===== config.mk =====
export PLATFORM = sky130hd
export DESIGN_NAME = mem_access_stage
export DESIGN_NICKNAME = d
export VERILOG_FILES = /design/src/rtl/mem_access_stage_pkg.sv /design/src/rtl/mem_access_stage_load_ext.sv /design/src/rtl/mem_access_stage.sv
export SDC_FILE = /design/constraint.sdc
export NUM_CORES = 1
export LEC_CHECK = 0
export CORE_AREA = 5 5 207 209
export CTS_CLUSTER_DIAMETER = 60
export DETAILED_ROUTE_END_ITERATION = 10
export DIE_AREA = 0 0 212 214
export PLACE_DENSITY_LB_ADDON = 0.25
export REMOVE_ABC_BUFFERS = 1
export SLEW_MARGIN = 30
export SYNTH_ARGS = -nofsm -noshare
export SYNTH_HDL_FRONTEND = slang
export SYNTH_SLANG_ARGS = --single-unit

===== constraint.sdc =====
create_clock -name clk -period 2.15 [get_ports clk]
set_input_delay 0.43 -clock clk [delete_from_list [all_inputs] [get_ports clk]]
set_output_delay 0.43 -clock clk [all_outputs]
set_load 0.01 [all_outputs]

===== src/rtl/mem_access_stage_pkg.sv =====
// Shared definitions for the memory-access stage: datapath widths, memory
// opcode encodings, FSM state type and opcode classification helpers.
package mem_access_stage_pkg;

  localparam int XLEN      = 64;
  localparam int MEMOP_LEN = 4;
  localparam int RADDR_W   = 5;

  // Memory opcode encodings, shared with the decoder. Codes 12..15 are unused
  // and behave exactly like MEMOP_NONE.
  localparam logic [MEMOP_LEN-1:0] MEMOP_NONE = 4'd0;
  localparam logic [MEMOP_LEN-1:0] MEMOP_LB   = 4'd1;
  localparam logic [MEMOP_LEN-1:0] MEMOP_LBU  = 4'd2;
  localparam logic [MEMOP_LEN-1:0] MEMOP_LH   = 4'd3;
  localparam logic [MEMOP_LEN-1:0] MEMOP_LHU  = 4'd4;
  localparam logic [MEMOP_LEN-1:0] MEMOP_LW   = 4'd5;
  localparam logic [MEMOP_LEN-1:0] MEMOP_LWU  = 4'd6;
  localparam logic [MEMOP_LEN-1:0] MEMOP_LD   = 4'd7;
  localparam logic [MEMOP_LEN-1:0] MEMOP_SB   = 4'd8;
  localparam logic [MEMOP_LEN-1:0] MEMOP_SH   = 4'd9;
  localparam logic [MEMOP_LEN-1:0] MEMOP_SW   = 4'd10;
  localparam logic [MEMOP_LEN-1:0] MEMOP_SD   = 4'd11;

  // Access sizes: byte, half, word, double.
  localparam logic [1:0] SIZE_B = 2'd0;
  localparam logic [1:0] SIZE_H = 2'd1;
  localparam logic [1:0] SIZE_W = 2'd2;
  localparam logic [1:0] SIZE_D = 2'd3;

  typedef enum logic [1:0] {
    ST_IDLE = 2'd0,
    ST_REQ  = 2'd1,
    ST_WAIT = 2'd2,
    ST_DONE = 2'd3
  } state_t;

  function automatic logic memop_is_load(input logic [MEMOP_LEN-1:0] op);
    return (op >= MEMOP_LB) && (op <= MEMOP_LD);
  endfunction

  function automatic logic memop_is_store(input logic [MEMOP_LEN-1:0] op);
    return (op >= MEMOP_SB) && (op <= MEMOP_SD);
  endfunction

  function automatic logic memop_is_signed(input logic [MEMOP_LEN-1:0] op);
    return (op == MEMOP_LB) || (op == MEMOP_LH) || (op == MEMOP_LW);
  endfunction

  function automatic logic [1:0] memop_size(input logic [MEMOP_LEN-1:0] op);
    logic [1:0] sz;
    case (op)
      MEMOP_LB, MEMOP_LBU, MEMOP_SB: sz = SIZE_B;
      MEMOP_LH, MEMOP_LHU, MEMOP_SH: sz = SIZE_H;
      MEMOP_LW, MEMOP_LWU, MEMOP_SW: sz = SIZE_W;
      default:                       sz = SIZE_D;
    endcase
    return sz;
  endfunction

  // True when a load/store is not naturally aligned for its size.
  function automatic logic memop_misaligned(input logic [MEMOP_LEN-1:0] op,
                                            input logic [2:0] addr_lo);
    logic mis;
    mis = 1'b0;
    if (memop_is_load(op) || memop_is_store(op)) begin
      case (memop_size(op))
        SIZE_H:  mis = addr_lo[0];
        SIZE_W:  mis = |addr_lo[1:0];
        SIZE_D:  mis = |addr_lo;
        default: mis = 1'b0;
      endcase
    end
    return mis;
  endfunction

endpackage


===== src/rtl/mem_access_stage_load_ext.sv =====
// Combinational byte-lane logic: aligns and extends load data coming back
// from the 8-byte bus, and builds the store byte mask and lane-shifted data.
module mem_load_ext
  import mem_access_stage_pkg::*;
#(
  parameter int XLEN_P = XLEN
) (
  input  logic [MEMOP_LEN-1:0] i_memop,
  input  logic [2:0]           i_addr_lo,
  input  logic [XLEN_P-1:0]    i_rdata,
  input  logic [XLEN_P-1:0]    i_rs2,
  output logic [XLEN_P-1:0]    o_load_data,
  output logic [7:0]           o_wmask,
  output logic [XLEN_P-1:0]    o_wdata
);

  logic [5:0]        w_shamt;
  logic [XLEN_P-1:0] w_shifted;
  logic              w_sgn;
  logic [7:0]        w_base_mask;

  // Shift the addressed lane down to bit 0, then sign/zero extend by size.
  always_comb begin
    w_shamt   = {i_addr_lo, 3'b000};
    w_shifted = i_rdata >> w_shamt;
    w_sgn     = memop_is_signed(i_memop);
    case (memop_size(i_memop))
      SIZE_B:  o_load_data = {{(XLEN_P-8){w_sgn & w_shifted[7]}}, w_shifted[7:0]};
      SIZE_H:  o_load_data = {{(XLEN_P-16){w_sgn & w_shifted[15]}}, w_shifted[15:0]};
      SIZE_W:  o_load_data = {{(XLEN_P-32){w_sgn & w_shifted[31]}}, w_shifted[31:0]};
      default: o_load_data = w_shifted;
    endcase
  end

  // Store lanes: size mask and data both move up by the byte offset.
  always_comb begin
    case (memop_size(i_memop))
      SIZE_B:  w_base_mask = 8'h01;
      SIZE_H:  w_base_mask = 8'h03;
      SIZE_W:  w_base_mask = 8'h0F;
      default: w_base_mask = 8'hFF;
    endcase
    o_wmask = memop_is_store(i_memop) ? (w_base_mask << i_addr_lo) : 8'h00;
    o_wdata = i_rs2 << {i_addr_lo, 3'b000};
  end

endmodule


===== src/rtl/mem_access_stage.sv =====
// Memory-access stage: holds one instruction, issues at most one data-memory
// transaction, formats load data and hands a packet to write-back.
//
// Handshake semantics: a transfer on any valid/ready pair happens on a rising
// clock edge where both valid and ready are high. This stage never drops a
// raised valid (in_ready, dmem_req_valid, out_valid) until its transfer, and
// keeps the payload of a raised valid constant until then. dmem_rsp_valid has
// no ready; a response is taken only while waiting for one.
module mem_access_stage
  import mem_access_stage_pkg::*;
#(
  parameter int XLEN_P      = XLEN,
  parameter int MEMOP_LEN_P = MEMOP_LEN,
  parameter int RADDR_W_P   = RADDR_W
) (
  input  logic                   clk,
  input  logic                   rst_n,
  input  logic                   in_valid,
  output logic                   in_ready,
  input  logic [XLEN_P-1:0]      in_pc,
  input  logic [RADDR_W_P-1:0]   in_rd_idx,
  input  logic [XLEN_P-1:0]      in_alu_out,
  input  logic [XLEN_P-1:0]      in_rs2_data,
  input  logic [MEMOP_LEN_P-1:0] in_memop,
  output logic                   dmem_req_valid,
  input  logic                   dmem_req_ready,
  output logic                   dmem_req_wen,
  output logic [XLEN_P-1:0]      dmem_req_addr,
  output logic [XLEN_P-1:0]      dmem_req_wdata,
  output logic [7:0]             dmem_req_wmask,
  input  logic                   dmem_rsp_valid,
  input  logic [XLEN_P-1:0]      dmem_rsp_rdata,
  output logic                   out_valid,
  input  logic                   out_ready,
  output logic [XLEN_P-1:0]      out_pc,
  output logic [RADDR_W_P-1:0]   out_rd_idx,
  output logic [XLEN_P-1:0]      out_wb_data,
  output logic                   out_misalign,
  output state_t                 dbg_state
);

  state_t                 r_state;
  state_t                 w_next;
  logic [XLEN_P-1:0]      r_pc;
  logic [RADDR_W_P-1:0]   r_rd_idx;
  logic [XLEN_P-1:0]      r_addr;
  logic [XLEN_P-1:0]      r_rs2;
  logic [MEMOP_LEN_P-1:0] r_memop;
  logic [XLEN_P-1:0]      r_wb_data;
  logic                   r_misalign;

  logic                   w_in_mem;
  logic                   w_in_misalign;
  logic [XLEN_P-1:0]      w_load_data;
  logic [7:0]             w_wmask;
  logic [XLEN_P-1:0]      w_wdata;

  assign w_in_mem      = memop_is_load(in_memop) || memop_is_store(in_memop);
  assign w_in_misalign = memop_misaligned(in_memop, in_alu_out[2:0]);

  mem_load_ext #(.XLEN_P(XLEN_P)) u_load_ext (
    .i_memop     (r_memop),
    .i_addr_lo   (r_addr[2:0]),
    .i_rdata     (dmem_rsp_rdata),
    .i_rs2       (r_rs2),
    .o_load_data (w_load_data),
    .o_wmask     (w_wmask),
    .o_wdata     (w_wdata)
  );

  // State register; reset abandons any in-flight bus transaction.
  always_ff @(posedge clk or negedge rst_n) begin
    if (!rst_n) r_state <= ST_IDLE;
    else        r_state <= w_next;
  end

  // Next-state logic.
  always_comb begin
    w_next = r_state;
    case (r_state)
      ST_IDLE: begin
        if (in_valid) begin
          if (!w_in_mem || w_in_misalign) w_next = ST_DONE;
          else                            w_next = ST_REQ;
        end
      end
      ST_REQ:  if (dmem_req_ready) w_next = ST_WAIT;
      ST_WAIT: if (dmem_rsp_valid) w_next = ST_DONE;
      ST_DONE: if (out_ready)      w_next = ST_IDLE;
      default: w_next = ST_IDLE;
    endcase
  end

  // State-decoded outputs; request fields are zero outside REQ.
  always_comb begin
    in_ready       = (r_state == ST_IDLE);
    out_valid      = (r_state == ST_DONE);
    dmem_req_valid = (r_state == ST_REQ);
    dmem_req_wen   = 1'b0;
    dmem_req_addr  = '0;
    dmem_req_wdata = '0;
    dmem_req_wmask = 8'h00;
    if (r_state == ST_REQ) begin
      dmem_req_wen   = memop_is_store(r_memop);
      dmem_req_addr  = {r_addr[XLEN_P-1:3], 3'b000};
      dmem_req_wdata = w_wdata;
      dmem_req_wmask = w_wmask;
    end
  end

  // Packet latch on accept, write-back data capture on response.
  always_ff @(posedge clk or negedge rst_n) begin
    if (!rst_n) begin
      r_pc       <= '0;
      r_rd_idx   <= '0;
      r_addr     <= '0;
      r_rs2      <= '0;
      r_memop    <= '0;
      r_wb_data  <= '0;
      r_misalign <= 1'b0;
    end else begin
      case (r_state)
        ST_IDLE: begin
          if (in_valid) begin
            r_pc       <= in_pc;
            r_rd_idx   <= in_rd_idx;
            r_addr     <= in_alu_out;
            r_rs2      <= in_rs2_data;
            r_memop    <= in_memop;
            r_misalign <= w_in_misalign;
            // Non-memory ops pass the ALU result; memory ops fill it later.
            r_wb_data  <= w_in_mem ? '0 : in_alu_out;
          end
        end
        ST_WAIT: begin
          if (dmem_rsp_valid)
            r_wb_data <= memop_is_load(r_memop) ? w_load_data : '0;
        end
        ST_DONE: begin
          if (out_ready) r_misalign <= 1'b0;
        end
        default: ;
      endcase
    end
  end

  assign out_pc       = r_pc;
  assign out_rd_idx   = r_rd_idx;
  assign out_wb_data  = r_wb_data;
  assign out_misalign = r_misalign;
  assign dbg_state    = r_state;

endmodule


Word-level counts from Yosys, hierarchy flattened
Memory sizes are Yosys's and may differ from the RTL's.
Index checks and enable logic that the tools add are counted.
{ "word_totals": {"ff_bits": 268, "mem_bits_ro": 96, "inputBits": 271, "output_inout_bits": 276, "word_cells": 86, "memories": 3} }
{ "mem_list": {"columns": ["memory", "words", "width", "rd", "rd_ports_with_merged_regs", "write_ports", "line_no", "source"], "rows": [
  ["(name not given)", 16, 2, 1, 0, 0, "mem_access_stage_pkg.sv:51", "case (op)"],
  ["(name not given)", 16, 2, 1, 0, 0, "mem_access_stage_pkg.sv:51", null],
  ["(name not given)", 16, 2, 1, 0, 0, "mem_access_stage_pkg.sv:51", null]
]} }
{ "op_classes": {"order_cmp": 8, "n_eq_ne": 17, "shift": 3, "mux": 24, "bitwise_logic": 3, "n_reduce_logical": 20} }
{ "ops": {"columns": ["operator", "n"], "rows": [
  ["64-bit 2-to-1 mux", 6],
  ["64-bit case mux with 3 select lines", 1],
  ["64-bit case mux with 2 select lines", 1],
  ["64-bit by 6-bit << shifter with 64-bit output", 1],
  ["64-bit by 6-bit >> shifter with 64-bit output", 1],
  ["8-bit case mux with 3 select lines", 1],
  ["8-bit 2-to-1 mux", 2],
  ["2-bit equality test (second input constant)", 6],
  ["2-bit 2-to-1 mux", 6],
  ["2-bit by 1-bit equality test with 1-bit output (second input constant)", 4],
  ["4-bit by 1-bit greater-or-equal comparator with 1-bit output (second input constant)", 2],
  ["4-bit greater-or-equal comparator (second input constant)", 2],
  ["4-bit by 3-bit less-or-equal comparator with 1-bit output (second input constant)", 2],
  ["4-bit less-or-equal comparator (second input constant)", 2],
  ["2-bit case mux with 4 select lines", 1],
  ["8-bit by 3-bit << shifter with 8-bit output", 1],
  ["2-bit logical NOT", 3],
  ["3-bit AND reduction", 2],
  ["4-bit by 1-bit equality test with 1-bit output (second input constant)", 1],
  ["4-bit by 2-bit equality test with 1-bit output (second input constant)", 1],
  ["4-bit by 3-bit equality test with 1-bit output (second input constant)", 1],
  ["1-bit logical AND", 4],
  ["1-bit logical OR", 4],
  ["1-bit 2-to-1 mux", 4],
  ["11 further kinds", 16]
]} }

Longest topological paths before layout
{ "depth": {"depth_word": 11, "depth_mapped": 9, "mapped_depth_nobuf": 7} }

Modules after synthesis
From an unflattened synthesis, not the netlist that was laid out.
{ "unflattened": {"cells_unflattened": 1563, "hier_area_um2": 16550.9} }
{ "by_module_without_submodules": {"columns": ["module", "instances", "cells_per_inst", "area_per_inst_um2", "seq_area_each_um2"], "rows": [
  ["mem_access_stage", 1, 910, 12200.5, 6706.4],
  ["mem_load_ext", 1, 653, 4350.4, 0.0]
]} }

Worst setup path before layout
No wires, ideal clock.
{ "synth_path": {"path_kind": "register -> output", "startpoint": "reg r_addr[0]", "endpoint": "out dmem_req_wmask[7]", "arrival_time_ns": 2.029, "required_time_ns": 1.720, "slack_ns": -0.309, "path_stages_with_launch": 9, "path_buffers": 5, "cell_sequence": "dfrtp_1 buf_2 buf_2 buf_2 buf_2 buf_2 nor2_1 o21a_1 a211oi_1"} }
{ "synth_between": {"elab_chain_len": 3} }
{ "synth_lines": {"columns": ["element", "line_no", "source"], "rows": [
  ["from (decl)", "mem_access_stage.sv:46", "logic [XLEN_P-1:0] r_addr;"],
  ["from (signal assigned)", "mem_access_stage.sv:127", "r_addr <= in_alu_out;"],
  ["8-bit by 3-bit << shifter with 8-bit output", "mem_access_stage_load_ext.sv:43", "o_wmask = memop_is_store(i_memop) ? (w_base_mask << i_addr_lo) : 8'h00;"],
  ["8-bit 2-to-1 mux", "mem_access_stage_load_ext.sv:43", null],
  ["8-bit 2-to-1 mux", "mem_access_stage.sv:103", "if (r_state == ST_REQ) begin"],
  ["to (decl)", "mem_access_stage.sv:30", "output logic [7:0] dmem_req_wmask,"]
]} }
No other way between the ends.

Worst setup path in the final report
{ "layout_path": {"startpoint": "reg r_memop[1]", "endpoint": "out dmem_req_wmask[4]"} }
{ "layout_between": {"elab_chain_len": 6, "elab_cells_between_ends": 11, "cone_classes": "order compare (2); eq/ne (2); shift (1); mux (3); reduce/logical (2); memory (1)"} }
{ "layout_lines": {"columns": ["element", "line_no", "source"], "rows": [
  ["from (decl)", "mem_access_stage.sv:48", "logic [MEMOP_LEN_P-1:0] r_memop;"],
  ["from (signal assigned)", "mem_access_stage.sv:129", "r_memop <= in_memop;"],
  ["memory read 16 x 2 bit", null, null],
  ["2-bit equality test, or another cell as far along", "mem_access_stage_load_ext.sv:37", "case (memop_size(i_memop))"],
  ["8-bit case mux with 3 select lines", "mem_access_stage_load_ext.sv:37", null],
  ["8-bit by 3-bit << shifter with 8-bit output", "mem_access_stage_load_ext.sv:43", null],
  ["8-bit 2-to-1 mux *", "mem_access_stage_load_ext.sv:43", null],
  ["8-bit 2-to-1 mux *", "mem_access_stage.sv:103", null]
]} }
Every way passes the cells marked *; elsewhere a longest branch is shown, timed or not.

==> results by group <==
Placement
  – # port buffers: 543
  – Gpl congestion: 0.951
  – HPWL after DPL: 48600 microns

Worst setup path
  – Max Fanout on Critical Path: 3
  – Worst r2r dst: out_wb_data[32]$_DFFE_PN0P_
  – Required time worst endpoint: 1.72 ns
  – Worst flop-to-flop path startpoint: r_addr[0]$_DFFE_PN0P_
  – Flop-to-flop setup slack: -0.55 ns
  – CP arrival: 2.37 ns
  – WS Path Type: flip-flop to output port
  – Worst R2R Path Depth: 9
  – CP Launch Type: flip-flop
  – CP Capture Type: output port

GRT
  – Gr usage total: 0.303
  – First-pass GRT wire length: 107000 microns
  – Vias in the first global route: 17700
  – Largest net degree at the start of global routing: 55
  – Initial antenna violation count: 7
  – Gr ovfl total: 0

Layout
  – Most frequent cells in the layout: nand2_1 (645), clkdlybuf4s50_1 (403), dfrtp_1 (265)
  – Most common cell after layout, fill and taps aside: nand2_1
  – Area Overhead vs Synth: 79.4%
  – Nets: 2843
  – Final core occ: 0.670
  – Layout cells sized above 1: 0.337

STA
  – Tmin final: 2.80 ns
  – Setup_tns: -70.62 ns
  – Worst rel slew slack: 0.635
  – Tightest Pin Transition: 0.547 ns
  – Fmax: 357 MHz
  – Hold WS: 0.403 ns
  – Period Utilization, post-route: 1.30
  – Clock skew: 0.0187 ns
  – # setup viols final: 194
  – RSZ-0062 raised after global routing: yes
  – Setup ws final: -0.653 ns
  – Slew Viols, Final: 0
  – Hold Vio Cnt, Final: 0

Die
  – FP Rows: 74
  – IO Pins: 547
  – Die width: 212 microns
  – Core ar.: 40600 sq um
  – Die outline area: 45400 sq um
  – Initial core utilization: 0.374
  – DIE HEIGHT: 214 microns

Detailed routing
  – Via density: 5.45
  – Drt wl/cell: 23.3 microns
  – DR vias: 17000
  – DRC violations left: 0
  – Iteration-0 DRC Markers: 1407
  – Post-route ant nets: 0
  – Wirelength, routed: 72600 microns
  – First-pass iteration count of the detailed router: 5

Job
  – Max-Cap Viols: 0

Synthesis
  – Post-synth ARST share: 1.00
  – Seq/Total Area, Yosys: 0.442
  – Number of synthesized flops with an enable pin: 0
  – Cells after Synth: 1809
  – #FFs+latches synth: 268
  – Mapped Avg Cell Area: 8.39 sq um
  – Synth Cell Area: 15200 sq um
  – Top FF cell, synth: dfrtp_1
  – Yosys cell types: 52
  – Yosys warning total: 0

Clocking
  – Worst skew pair latency: 0.56 ns
  – Sinks on Clock Net: 268
  – CTS tree: done
  – Clock Pin Slew Worst Setup and Hold Paths: 0.06 ns
  – H-tree Lvls: 2
  – CTS Buffer Depth: 3
  – Root Driver: clkbuf_16
  – CTS Buf Count: 36

Worst hold path
  – Worst Hold End: out_pc[37]$_DFFE_PN0P_
  – HP Start: in_pc[37]
  – Hold path depth: 3
  – Hold crit path type: input port to flip-flop

Power
  – Maximum VDD drop: 0.822 mV
  – Lkg Pwr: 12.7 nW
  – Power, Total: 0.0452 W
  – Power per cell area: 1660 nW/um^2

Outcome
  – Outcome: finished, violations left
  – Failing checks: setup timing
-- layer usage --
layer / global-route usage / wire length [microns]
met3: 0.0812 / 7000
met1: 0.355 / 25900
met4: 0.132 / 3590
met5: 0 / 73
met2: 0.520 / 36100
-- power breakdown --
part | switching, W | total (W) | internal [W] | leakage (nW)
combinational | 0.0148 | 0.0299 | 0.0151 | 8.74
sequential | 0.00185 | 0.00923 | 0.00737 | 3.41
clock | 0.00248 | 0.00608 | 0.00361 | 0.593
-- cells by family after synthesis --
| kind of cell | synth area share |
|---|---|
| and+or+nand+nor | 0.269 |
| AOI/OAI and AO/OA | 0.117 |
| DFF | 0.442 |
| buffers and inverters | 0.0439 |
| muxes | 0.119 |
| adders and majority gates | 0.00906 |
| other | 0.000247 |
| xor gates and xnor gates | 0.000577 |
-- layout make-up --
cell class	instances	area [sq um]
fillers	3076	13400
diodes	2	5.00
clock buffers	46	1010
well taps	532	666
clock inverters	19	184
inverters	15	72.6
multi-input cells	1386	9450
flip-flops and latches	268	6720
repair buffers	854	9140
-- worst max-delay path, cell delays in order, from the launching register on --
cell	delay (ns)
dfrtp_1	0.38
inv_2	0.06
buf_6	0.12
ha_4	0.15
mux2_4	0.30
o22a_4	0.26
a21oi_4	0.11
o22ai_1	0.09
o211a_1	0.22
buf_2	0.14
-- worst max path at each step --
stage                                 startpoint                     endpoint
final                     r_memop[1]$_DFFE_PN0P_            dmem_req_wmask[4]
after floorplan            r_addr[0]$_DFFE_PN0P_  out_wb_data[40]$_DFFE_PN0P_
after detailed placement      dmem_rsp_rdata[63]  out_wb_data[58]$_DFFE_PN0P_
after global routing      r_memop[1]$_DFFE_PN0P_            dmem_req_wmask[3]
after CTS                 r_memop[0]$_DFFE_PN0P_            dmem_req_wmask[4]
after global placement        dmem_rsp_rdata[63]  out_wb_data[54]$_DFFE_PN0P_
-- what timing repair did --
action / 4_1_cts / 5_1_grt
hold endpoints to repair: 45 / 0
gates cloned: 23 / 1
pin swaps: 99 / 59
setup endpoints to repair: 196 / 202
gates resized for setup: 988 / 277
setup buffers: 88 / 33
hold buffers: 1 / 0
-- flip-flops by register name (all words and copies together) (netlist names) --
register / count
r_memop: 4
out_rd_idx: 5
dbg_state: 2
out_wb_data: 64
out_misalign: 1
r_addr: 64
out_pc: 64
r_rs2: 64
-- metrics by stage --
step	std cells	cell area (sq um)	setup WS, ns
6_report	3122	27200	-0.653
5_1_grt	3122	27200	-0.717
4_1_cts	3107	26200	-0.674
3_5_place_dp	2934	22600	-0.619
3_3_place_gp	2934	22600	-0.527
2_1_floorplan	1669	14600	-4.41
-- cells in the mapped netlist, drive strengths merged (19+ instances only) --
| cell | count | area [sq um] |
|---|---|---|
| nand2 | 673 | 2530 |
| dfrtp | 268 | 6710 |
| a21oi | 109 | 549 |
| clkbuf | 106 | 399 |
| o21ai | 86 | 430 |
| and2 | 80 | 500 |
| nor2 | 73 | 274 |
| mux2i | 71 | 711 |
| and3 | 56 | 350 |
| mux4 | 38 | 856 |
| buf | 36 | 211 |
| nor2b | 27 | 169 |
| mux2 | 21 | 236 |
| nand3 | 19 | 95.1 |
Note: power is estimated with default switching activity, not from simulation.
